==> src/rtl/aes_pkg.sv <==
// Shared AES-128 key-schedule types, constants and byte-level helpers.
// The S-box is held as one packed table, byte 0x00 in the top eight bits.
package aes_pkg;

  localparam int KW = 128;
  localparam int NR = 10;
  localparam logic [7:0] RCON_INIT = 8'h01;

  typedef enum logic [1:0] {
    IDLE,
    EXPAND,
    READY
  } state_t;

  localparam logic [2047:0] SBOX_TBL = {
    128'h637c777bf26b6fc53001672bfed7ab76,
    128'hca82c97dfa5947f0add4a2af9ca472c0,
    128'hb7fd9326363ff7cc34a5e5f171d83115,
    128'h04c723c31896059a071280e2eb27b275,
    128'h09832c1a1b6e5aa0523bd6b329e32f84,
    128'h53d100ed20fcb15b6acbbe394a4c58cf,
    128'hd0efaafb434d338545f9027f503c9fa8,
    128'h51a3408f929d38f5bcb6da2110fff3d2,
    128'hcd0c13ec5f974417c4a77e3d645d1973,
    128'h60814fdc222a908846eeb814de5e0bdb,
    128'he0323a0a4906245cc2d3ac629195e479,
    128'he7c8376d8dd54ea96c56f4ea657aae08,
    128'hba78252e1ca6b4c6e8dd741f4bbd8b8a,
    128'h703eb5664803f60e613557b986c11d9e,
    128'he1f8981169d98e949b1e87e9ce5528df,
    128'h8ca1890dbfe6426841992d0fb054bb16
  };

  function automatic logic [7:0] sbox(input logic [7:0] b);
    return SBOX_TBL[{~b, 3'b111} -: 8];
  endfunction

  function automatic logic [7:0] xtime(input logic [7:0] b);
    return {b[6:0], 1'b0} ^ (b[7] ? 8'h1b : 8'h00);
  endfunction

endpackage

==> src/rtl/aes_key_sched_ctrl_if.sv <==
// Key-load, status and round-key read signals between the controller and the cipher core.
// The core drives requests (master); the key-schedule controller answers (slave).
interface aes_key_sched_ctrl_if;
  import aes_pkg::*;

  logic [KW-1:0] key_in;
  logic          key_valid;
  logic          key_ready;
  logic          key_clear;
  logic          busy;
  logic          keys_ready;
  logic          rk_rd_en;
  logic [3:0]    rk_rd_idx;
  logic [KW-1:0] rk_rd_data;
  logic          rk_rd_valid;
  logic          rk_rd_err;

  modport master (
    output key_in, key_valid, key_clear, rk_rd_en, rk_rd_idx,
    input  key_ready, busy, keys_ready, rk_rd_data, rk_rd_valid, rk_rd_err
  );

  modport slave (
    input  key_in, key_valid, key_clear, rk_rd_en, rk_rd_idx,
    output key_ready, busy, keys_ready, rk_rd_data, rk_rd_valid, rk_rd_err
  );

endinterface

==> src/rtl/aes_key_step.sv <==
// One AES-128 key-expansion round, purely combinational.
// Words are taken MSB first; only the last word goes through RotWord/SubWord.
module aes_key_step
  import aes_pkg::*;
(
  input  logic [KW-1:0] prev_key,
  input  logic [7:0]    rcon,
  output logic [KW-1:0] next_key
);

  logic [31:0] w0, w1, w2, w3, rot, t, w4, w5, w6, w7;

  always_comb begin
    {w0, w1, w2, w3} = prev_key;
    rot = {w3[23:0], w3[31:24]};
    t   = {sbox(rot[31:24]), sbox(rot[23:16]), sbox(rot[15:8]), sbox(rot[7:0])}
          ^ {rcon, 24'h0};
    w4  = w0 ^ t;
    w5  = w1 ^ w4;
    w6  = w2 ^ w5;
    w7  = w3 ^ w6;
    next_key = {w4, w5, w6, w7};
  end

endmodule

==> src/rtl/aes_key_sched_ctrl.sv <==
// Iterative AES-128 key schedule: one shared step over 10 cycles into an 11-entry key file.
// Load-to-ready 11 cycles; keys offered only in IDLE/READY; reads are registered, 1-cycle latency.
module aes_key_sched_ctrl
  import aes_pkg::*;
(
  input  logic                  clk,
  input  logic                  rst,
  aes_key_sched_ctrl_if.slave   bus
);

  state_t        state_q, state_d;
  logic [3:0]    round_q, round_d;
  logic [7:0]    rcon_q, rcon_d;
  logic [3:0]    written_cnt_q, written_cnt_d;
  logic [KW-1:0] rk_q [0:NR];
  logic [KW-1:0] rk_d [0:NR];
  logic [KW-1:0] rd_data_q, rd_data_d;
  logic          rd_valid_q, rd_valid_d;
  logic          rd_err_q, rd_err_d;

  logic [3:0]    prev_idx;
  logic [KW-1:0] step_prev, step_next;
  logic          rd_ok;

  assign prev_idx  = (round_q == 4'd0) ? 4'd0 : round_q - 4'd1;
  assign step_prev = rk_q[prev_idx];

  aes_key_step u_step (
    .prev_key (step_prev),
    .rcon     (rcon_q),
    .next_key (step_next)
  );

  // written_cnt never exceeds 11, so this also rejects indices above 10
  assign rd_ok = bus.rk_rd_en && (bus.rk_rd_idx < written_cnt_q);

  always_comb begin
    state_d       = state_q;
    round_d       = round_q;
    rcon_d        = rcon_q;
    written_cnt_d = written_cnt_q;
    rk_d          = rk_q;
    rd_valid_d    = rd_ok;
    rd_err_d      = bus.rk_rd_en && !rd_ok;
    rd_data_d     = rd_ok ? rk_q[bus.rk_rd_idx] : rd_data_q;

    case (state_q)
      IDLE, READY: begin
        if (bus.key_valid) begin
          rk_d[0]       = bus.key_in;
          round_d       = 4'd1;
          rcon_d        = RCON_INIT;
          written_cnt_d = 4'd1;
          state_d       = EXPAND;
        end
      end
      EXPAND: begin
        rk_d[round_q] = step_next;
        written_cnt_d = written_cnt_q + 4'd1;
        round_d       = round_q + 4'd1;
        rcon_d        = xtime(rcon_q);
        if (round_q == 4'(NR)) begin
          state_d = READY;
        end
      end
      default: state_d = IDLE;
    endcase

    if (bus.key_clear) begin
      state_d       = IDLE;
      round_d       = 4'd0;
      rcon_d        = RCON_INIT;
      written_cnt_d = 4'd0;
      rd_data_d     = '0;
      rd_valid_d    = 1'b0;
      rd_err_d      = 1'b0;
      for (int i = 0; i <= NR; i++) begin
        rk_d[i] = '0;
      end
    end
  end

  always_ff @(posedge clk) begin
    if (rst) begin
      state_q       <= IDLE;
      round_q       <= 4'd0;
      rcon_q        <= RCON_INIT;
      written_cnt_q <= 4'd0;
      rd_data_q     <= '0;
      rd_valid_q    <= 1'b0;
      rd_err_q      <= 1'b0;
      for (int i = 0; i <= NR; i++) begin
        rk_q[i] <= '0;
      end
    end else begin
      state_q       <= state_d;
      round_q       <= round_d;
      rcon_q        <= rcon_d;
      written_cnt_q <= written_cnt_d;
      rd_data_q     <= rd_data_d;
      rd_valid_q    <= rd_valid_d;
      rd_err_q      <= rd_err_d;
      for (int i = 0; i <= NR; i++) begin
        rk_q[i] <= rk_d[i];
      end
    end
  end

  assign bus.key_ready   = (state_q == IDLE) || (state_q == READY);
  assign bus.busy        = (state_q == EXPAND);
  assign bus.keys_ready  = (state_q == READY);
  assign bus.rk_rd_data  = rd_data_q;
  assign bus.rk_rd_valid = rd_valid_q;
  assign bus.rk_rd_err   = rd_err_q;

endmodule

==> src/flat_wrapper.sv <==
// flat-port wrapper written by rule: the top's interface ports become plain ports
module aes_key_sched_ctrl_flat import aes_pkg::*;
  (clk, rst, bus_key_in, bus_key_valid, bus_key_clear, bus_rk_rd_en, bus_rk_rd_idx, bus_key_ready, bus_busy, bus_keys_ready, bus_rk_rd_data, bus_rk_rd_valid, bus_rk_rd_err);
  aes_key_sched_ctrl_if bus_i ();
  input  logic clk;
  input  logic rst;
  input wire logic [$bits(bus_i.key_in)-1:0] bus_key_in;
  input wire logic [$bits(bus_i.key_valid)-1:0] bus_key_valid;
  input wire logic [$bits(bus_i.key_clear)-1:0] bus_key_clear;
  input wire logic [$bits(bus_i.rk_rd_en)-1:0] bus_rk_rd_en;
  input wire logic [$bits(bus_i.rk_rd_idx)-1:0] bus_rk_rd_idx;
  output wire logic [$bits(bus_i.key_ready)-1:0] bus_key_ready;
  output wire logic [$bits(bus_i.busy)-1:0] bus_busy;
  output wire logic [$bits(bus_i.keys_ready)-1:0] bus_keys_ready;
  output wire logic [$bits(bus_i.rk_rd_data)-1:0] bus_rk_rd_data;
  output wire logic [$bits(bus_i.rk_rd_valid)-1:0] bus_rk_rd_valid;
  output wire logic [$bits(bus_i.rk_rd_err)-1:0] bus_rk_rd_err;
  assign bus_i.key_in = bus_key_in;
  assign bus_i.key_valid = bus_key_valid;
  assign bus_i.key_clear = bus_key_clear;
  assign bus_i.rk_rd_en = bus_rk_rd_en;
  assign bus_i.rk_rd_idx = bus_rk_rd_idx;
  assign bus_key_ready = bus_i.key_ready;
  assign bus_busy = bus_i.busy;
  assign bus_keys_ready = bus_i.keys_ready;
  assign bus_rk_rd_data = bus_i.rk_rd_data;
  assign bus_rk_rd_valid = bus_i.rk_rd_valid;
  assign bus_rk_rd_err = bus_i.rk_rd_err;
  aes_key_sched_ctrl u_core (.clk(clk), .rst(rst), .bus(bus_i));
endmodule
==> config.mk <==
export PLATFORM = sky130hd
export DESIGN_NAME = aes_key_sched_ctrl_flat
export DESIGN_NICKNAME = d
export VERILOG_FILES = /design/src/rtl/aes_pkg.sv /design/src/rtl/aes_key_sched_ctrl_if.sv /design/src/rtl/aes_key_step.sv /design/src/rtl/aes_key_sched_ctrl.sv /design/src/flat_wrapper.sv
export SDC_FILE = /design/constraint.sdc
export NUM_CORES = 2
export LEC_CHECK = 0
export CORE_UTILIZATION = 34
export CTS_CLUSTER_DIAMETER = 80
export DETAILED_ROUTE_END_ITERATION = 10
export GPL_TIMING_DRIVEN = 1
export PLACE_DENSITY = 0.47
export SLEW_MARGIN = 40
export SYNTH_ARGS = -nofsm -noshare
export SYNTH_HDL_FRONTEND = slang
export SYNTH_SLANG_ARGS = --single-unit
export TNS_END_PERCENT = 10
==> constraint.sdc <==
create_clock -name clk -period 15.6 [get_ports clk]
set_input_delay 2.34 -clock clk [delete_from_list [all_inputs] [get_ports clk]]
set_output_delay 2.34 -clock clk [all_outputs]
set_load 0.01 [all_outputs]
After elaboration in Yosys (flattened, before gate mapping)
Index checks and enable logic that the tools add are counted.
{ "word_totals": {"regBits": 1556, "inputBits": 137, "output_inout_bits": 133, "elab_cells": 81} }
{ "classes": {"reduce_logical": 12, "bitwise_logic": 13, "magnitude_cmp": 5, "n_addsub": 3, "n_shift": 4, "n_eq_ne": 5, "mux": 21} }
{ "op_table": {"columns": ["cell", "count"], "rows": [
  ["$shiftx A2055 B12 Y8 const A", 4],
  ["$bwmux W1408", 1],
  ["$bmux W128 S4", 2],
  ["$mux W128", 6],
  ["$demux W128 S4", 1],
  ["$pmux W128 S2", 1],
  ["$xor A32 B32 Y32", 5],
  ["$not A8 Y8", 4],
  ["$pmux W4 S2", 2],
  ["$pmux W8 S2", 1],
  ["$ge A5 B5 Y1 const B", 3],
  ["$not A4 Y5", 3],
  ["$add A4 B1 Y4 const B", 2],
  ["$mux W4", 2],
  ["$mux W8", 1],
  ["$xor A8 B8 Y8", 1],
  ["$lt A5 B1 Y1 const B", 1],
  ["$mux W5", 1],
  ["$eq A4 B4 Y1 const B", 1],
  ["$logic_not A4 Y1", 1],
  ["$lt A4 B4 Y1", 1],
  ["$mux W2", 2],
  ["$pmux W2 S2", 1],
  ["$reduce_and A2 Y1", 2],
  ["11 further kinds", 14]
]} }

Depth between registers and ports, before layout
{ "logic_depth": {"depth_word": 15, "depth_mapped": 37, "mapped_depth_nobuf": 20} }

Modules after synthesis
From an unflattened synthesis, not the netlist that was laid out.
{ "hier_totals": {"hier_cells": 12720, "area_unflattened_um2": 94623.3} }
{ "by_module_without_submodules": {"columns": ["mod", "n_inst", "cells_per_inst", "seq_area_each_um2", "area_each_um2"], "rows": [
  ["aes_key_sched_ctrl", 1, 10360, 31149.9, 78383.9],
  ["aes_key_step", 1, 2360, 0.0, 16239.3]
]} }

Least setup slack after synthesis
Ideal clock, no wire load.
{ "synth_path": {"kind": "reg-to-reg", "from": "register u_core.round_q[0]", "to": "register u_core.rk_q[1324] (netlist name)", "required_time_ns": 15.466, "setup_time_ns": 0.134, "n_path_buf": 20, "stages_incl_launch_ff": 36, "path_slack_ns": 8.258, "period_less_slack_ns": 7.342, "arrival_time_ns": 7.208, "cell_sequence": "dfxtp_1 -> buf_4 -> inv_1 -> buf_2 -> buf_2 -> buf_2 -> buf_2 -> buf_2 -> buf_1 -> clkbuf_1 -> buf_1 -> ha_1 -> or3b_1 -> buf_2 -> buf_6 -> buf_6 -> o2111ai_1 -> o211ai_1 -> a31oi_1 -> buf_2 -> buf_2 -> buf_2 -> buf_2 -> buf_2 -> clkbuf_1 -> clkbuf_1 -> ha_1 -> nor3_1 -> a2111oi_0 -> o21ai_0 -> and3_1 -> nor4_2 -> xor2_2 -> xnor2_1 -> buf_2 -> o22ai_1"} }
{ "synth_via": {"elab_chain_cells": 14, "word_cells_on_any_way": 21, "classes_between": "add/sub: 1; order compare: 2; shift: 1; mux: 8; bitwise: 7; reduce/logical: 2"} }
{ "synth_lines": {"columns": ["item", "line", "rtl"], "rows": [
  ["from (decl)", "aes_key_sched_ctrl.sv:12", "logic [3:0] round_q, round_d;"],
  ["from (signal assigned)", "aes_key_sched_ctrl.sv:97", "round_q <= round_d;"],
  ["$sub A4 B1 Y4 / $logic_not A4 Y1 (equally long branches)", "aes_key_sched_ctrl.sv:25", "assign prev_idx = (round_q == 4'd0) ? 4'd0 : round_q - 4'd1;"],
  ["$mux W4", "aes_key_sched_ctrl.sv:25", null],
  ["$not A4 Y5 (implied by the code)", "aes_key_sched_ctrl.sv:26", "assign step_prev = rk_q[prev_idx];"],
  ["$bmux W128 S4", "aes_key_sched_ctrl.sv:26", null],
  ["$mux W128 (implied by the code) (2 in series)", "aes_key_sched_ctrl.sv:26", null],
  ["$not A8 Y8", "aes_pkg.sv:35", "return SBOX_TBL[{~b, 3'b111} -: 8];"],
  ["$shiftx A2055 B12 Y8", "aes_pkg.sv:35", null],
  ["$xor A32 B32 Y32", "aes_key_step.sv:17", "^ {rcon, 24'h0};"],
  ["$xor A32 B32 Y32", "aes_key_step.sv:18", "w4 = w0 ^ t;"],
  ["$xor A32 B32 Y32", "aes_key_step.sv:19", "w5 = w1 ^ w4;"],
  ["$xor A32 B32 Y32", "aes_key_step.sv:20", "w6 = w2 ^ w5;"],
  ["$bwmux W1408 (*)", "aes_key_sched_ctrl.sv:58", "rk_d[round_q] = step_next;"],
  ["$pmux W128 S2 (*)", "aes_key_sched_ctrl.sv:47", "case (state_q)"],
  ["to (signal, indexed assignment)", "aes_key_sched_ctrl.sv:104", "rk_q[i] <= rk_d[i];"],
  ["to (decl)", "aes_key_sched_ctrl.sv:15", "logic [KW-1:0] rk_q [0:NR];"]
]} }
Every way passes the cells marked *; elsewhere a longest branch is shown, timed or not. The select of a mux whose other input is x is not followed.
A chain may end at the register's enable or synchronous reset.

Worst setup path in the final report
{ "layout_path": {"from": "register u_core.round_q[1]", "to": "register u_core.rk_q[198] (netlist name)"} }
{ "layout_via": {"elab_chain_cells": 12, "word_cells_on_any_way": 19, "classes_between": "add/sub: 1; order compare: 2; shift: 1; mux: 7; bitwise: 6; reduce/logical: 2"} }
{ "layout_lines": {"columns": ["item", "line"], "rows": [
  ["$sub A4 B1 Y4 / $logic_not A4 Y1 (equally long branches)", "aes_key_sched_ctrl.sv:25"],
  ["$mux W4", "aes_key_sched_ctrl.sv:25"],
  ["$not A4 Y5 (implied by the code)", "aes_key_sched_ctrl.sv:26"],
  ["$bmux W128 S4", "aes_key_sched_ctrl.sv:26"],
  ["$mux W128 (implied by the code) (2 in series)", "aes_key_sched_ctrl.sv:26"],
  ["$not A8 Y8", "aes_pkg.sv:35"],
  ["$shiftx A2055 B12 Y8", "aes_pkg.sv:35"],
  ["$xor A32 B32 Y32", "aes_key_step.sv:17"],
  ["$xor A32 B32 Y32", "aes_key_step.sv:18"],
  ["$xor A32 B32 Y32", "aes_key_step.sv:19"],
  ["$bwmux W1408 (*)", "aes_key_sched_ctrl.sv:58"]
]} }
Marked as above.

==> summary.txt <==
==============================================================================
Number of endpoints failing setup at the final stage                         0
Startpoint of the lowest-slack register-to-register path          u_core.round_q[1]
Async S/R FF share, synth                                                    0
Starting utilization of the core area                                   0.3419
Via count of the first global-routing pass                               93170
Number of flip-flops and latches in the synthesized netlist               1556
Mapped Nets                                                              12024
End of the worst register-to-register path                        u_core.rk_q[198]
Antenna violations before repair                                            27
CTS tree                                                                 built
Sink Count                                                                1556
Post-DRT Antenna Nets                                                        0
HPWL after detailed placement                                        329000 µm
Routed wire length per instance                                       35.21 µm
Data arrival at the endpoint of the critical path                     10400 ps
Crit path max-delay cell type                                           or3b_2
Mean Syn Cell Area                                                   7.822 µm²
Maximum count of clock buffers along a single path                           4
CTS H-Tree Depth                                                             4
Share of the cycle needed by the critical path after routing            0.6193
1st-pass router iterations                                                   7
Inst Count DP                                                            14665
Clock buffer count from CTS                                                192
Worst Setup Path Type                                               reg -> reg
Overall global routing resource usage                                   0.3712
Biggest cell delay along the critical path                              850 ps
Number of cell rows                                                        191
Hold Violations, Final                                                       0
Most frequent CP cell                                                    inv_1
HP Class                                                            reg -> reg
Fraction of layout cells with a size suffix above 1                     0.1115
Area added between synthesis and finish                                 13.91%
Post-CTS setup-driven buffer insertion count                                 0
Clock slew at reported path FFs                                          60 ps
Number of different library cells in the post-synthesis netlist            129
Maximum number of pins on one net before global-route repair               175
Total Negative Setup Slacks                                               0 ps
DR vias                                                                  99631
Worst slew slack as a fraction of its limit                             0.2746
Commonest cells after routing, fill and taps aside                nand2_1, dfxtp_1, a21oi_1, nor2_1, o21ai_0
Port Buffer Count                                                          269
Top FF cell, synth                                                     dfxtp_1
Sequential cell area fraction in the yosys report                       0.3368
Floorplan die height                                                  523.5 µm
RSZ-0062 raised after global routing                                     false
Worst VDD drop                                                      0.09209 mV
Leakage power                                                         34.61 nW
FF-to-FF setup slack                                                   5940 ps
Clock root buffer                                                    clkbuf_16
Die outline width                                                     523.5 µm
Cts hold-fix bufs                                                            0
Power per standard cell area                                      118.2 mW/mm²
Outcome                                                           finished clean
Critical path origin                                              u_core.round_q[1]
Total core area                                                     0.2705 mm²
End point of the critical path                                    u_core.rk_q[198]
Final-stage net count                                                    11496
Crit path max fanout                                                        43
Type of element launching the critical path                          flip-flop
Data required time at the worst endpoint                              16340 ps
Maxcap violations                                                            0
Smallest hold slack                                                   465.3 ps
Skew-Pair Late Insertion Delay                                          930 ps
Initial DRC count                                                        15025
Number of max-slew violations in the final report                            0
RD Place Congestion                                                      1.036
Crit. End Element                                                    flip-flop
Final worst path period need                                           9661 ps
Worst-margin pin slew                                                  1085 ps
Commonest non-fill, non-tap cell in the layout                         nand2_1
Cell chain of the critical path                                   inv_1 > ha_2 > or3b_2 > nand2_4 > buf_4 > a2bb2oi_1 > o21ai_0 > nand2_1 > inv_1 > buf_4 > ha_1 > inv_1 > o22a_1 > a21oi_1 > nor2_1 > a32o_1 > mux2i_1 > a32oi_1 > xnor2_4 > buf_16 > xor2_1 > o21ai_0
Cell count after synthesis                                               11823
Summed instance area of the synthesized netlist                    0.09248 mm²
Clock tree skew after final layout                                    113.4 ps
Worst R2R Path Depth                                                        22
Count of cells resized by post-cts repair                                    0
First-pass GRT wire length                                           736500 µm
Total grt overflow                                                           0
Floorplan die area                                                  0.2741 mm²
Synth warnings                                                               0
Post-detailed-route DRC marker count                                         0
Detailed-route vias per instance                                         6.635
Number of top-level pins                                                   270
EDFF count, synth                                                            0
Filler-free cell count of the finished design                            15017
Routed Wire Length                                                   528700 µm
Peak Freq                                                            103.5 MHz
==============================================================================
cell usage after synthesis (all sizes together) (135+ instances only):
library cell     n  area (µm²)
dfxtp         1556       31150
a211oi         487        3684
nand3          762        3824
nor3           141       730.7
o22ai          155       969.7
a31oi          159        1001
nor2          1025        3894
clkbuf         797        2993
mux2i          404        4064
a22oi          245        1844
nand2         1583        5957
xnor2          135        1325
o21ai         1062        5326
mux4           260        5856
buf            569        2909
a21oi         1156        5812
kinds of logic (layout without fill, tap and decap cells):
logic type	after synthesis	after routing	share of synthesized area
AND/OR/NAND/NOR	3823	3823	0.1788
multiplexers	676	676	0.1087
adder cells (fa/ha/maj)	64	64	0.008659
AO/OA/AOI/OAI	4073	4073	0.2786
other	0	7	0
XOR/XNOR	216	216	0.02263
flip-flops	1556	1556	0.3368
buffers and inverters	1415	1032	0.06583
per-layer routing:
metal	up-vias	track usage	routed length [µm]
met1	49297	0.4859	212700
met2	6580	0.5549	226700
met5	-	0	37
met3	1421	0.08103	54080
met4	6	0.2283	35110
li1	42327	-	-
stage by stage:
step	instance area, µm²	power (mW)	setup WS, ps	util
finish	105400	12.45	5939	0.3894
global route	105300	12.73	5941	0.3894
global placement	97240	7.589	4492	0.3595
floorplan	92480	6.049	8258	-
CTS	105000	12.33	6151	0.3882
detailed placement	98600	7.697	6180	0.3645
how the worst min path moves through the flow:
stage	start	endpoint	slack [ps]	cells after the start
4_1_cts	u_core.rk_q[1075]	u_core.rk_q[1075]	460	2
6_report	u_core.rk_q[1075]	u_core.rk_q[1075]	470	2
2_1_floorplan	u_core.rk_q[388]	u_core.rk_q[388]	440	2
3_5_place_dp	u_core.rk_q[1075]	u_core.rk_q[1075]	450	2
3_3_place_gp	u_core.rk_q[1116]	u_core.rk_q[1116]	450	2
5_1_grt	u_core.rk_q[741]	u_core.rk_q[741]	480	2
area by class of cell:
type,count,area [µm²]
timing repair buffer,644,6217
clock inverter,65,793.3
sequential,1556,31150
inverter,49,195.2
fill,27655,165200
antenna,7,17.52
multi-input combinational,8852,56890
clock buffer,274,5614
tap,3570,4467
state kept, by name, summed over array words and instances (netlist names):
register	cells
u_core.bus.rk_rd_data	128
u_core.bus.rk_rd_valid	1
u_core.state_q	2
u_core.rcon_q	8
u_core.round_q	4
u_core.rk_q	1408
u_core.bus.rk_rd_err	1
u_core.written_cnt_q	4
critical path, delay by kind of cell (launching register included):
family / cells / cell delay [ps]
flops: 1 / 540
xor+xnor: 2 / 1320
mux: 1 / 160
compound gates: 7 / 2240
simple gates: 4 / 2270
buf+inv: 6 / 2000
fa+ha+maj: 2 / 950
power breakdown:
| group | leakage, nW | total (mW) | internal [mW] | switching (mW) |
|---|---|---|---|---|
| clock network | 3.17 | 4.66 | 2.72 | 1.94 |
| logic | 18.9 | 3.76 | 0.944 | 2.81 |
| registers | 12.5 | 4.03 | 4.00 | 0.0286 |
| total | 34.6 | 12.4 | 7.66 | 4.78 |
(Power assumes the default switching activity.)
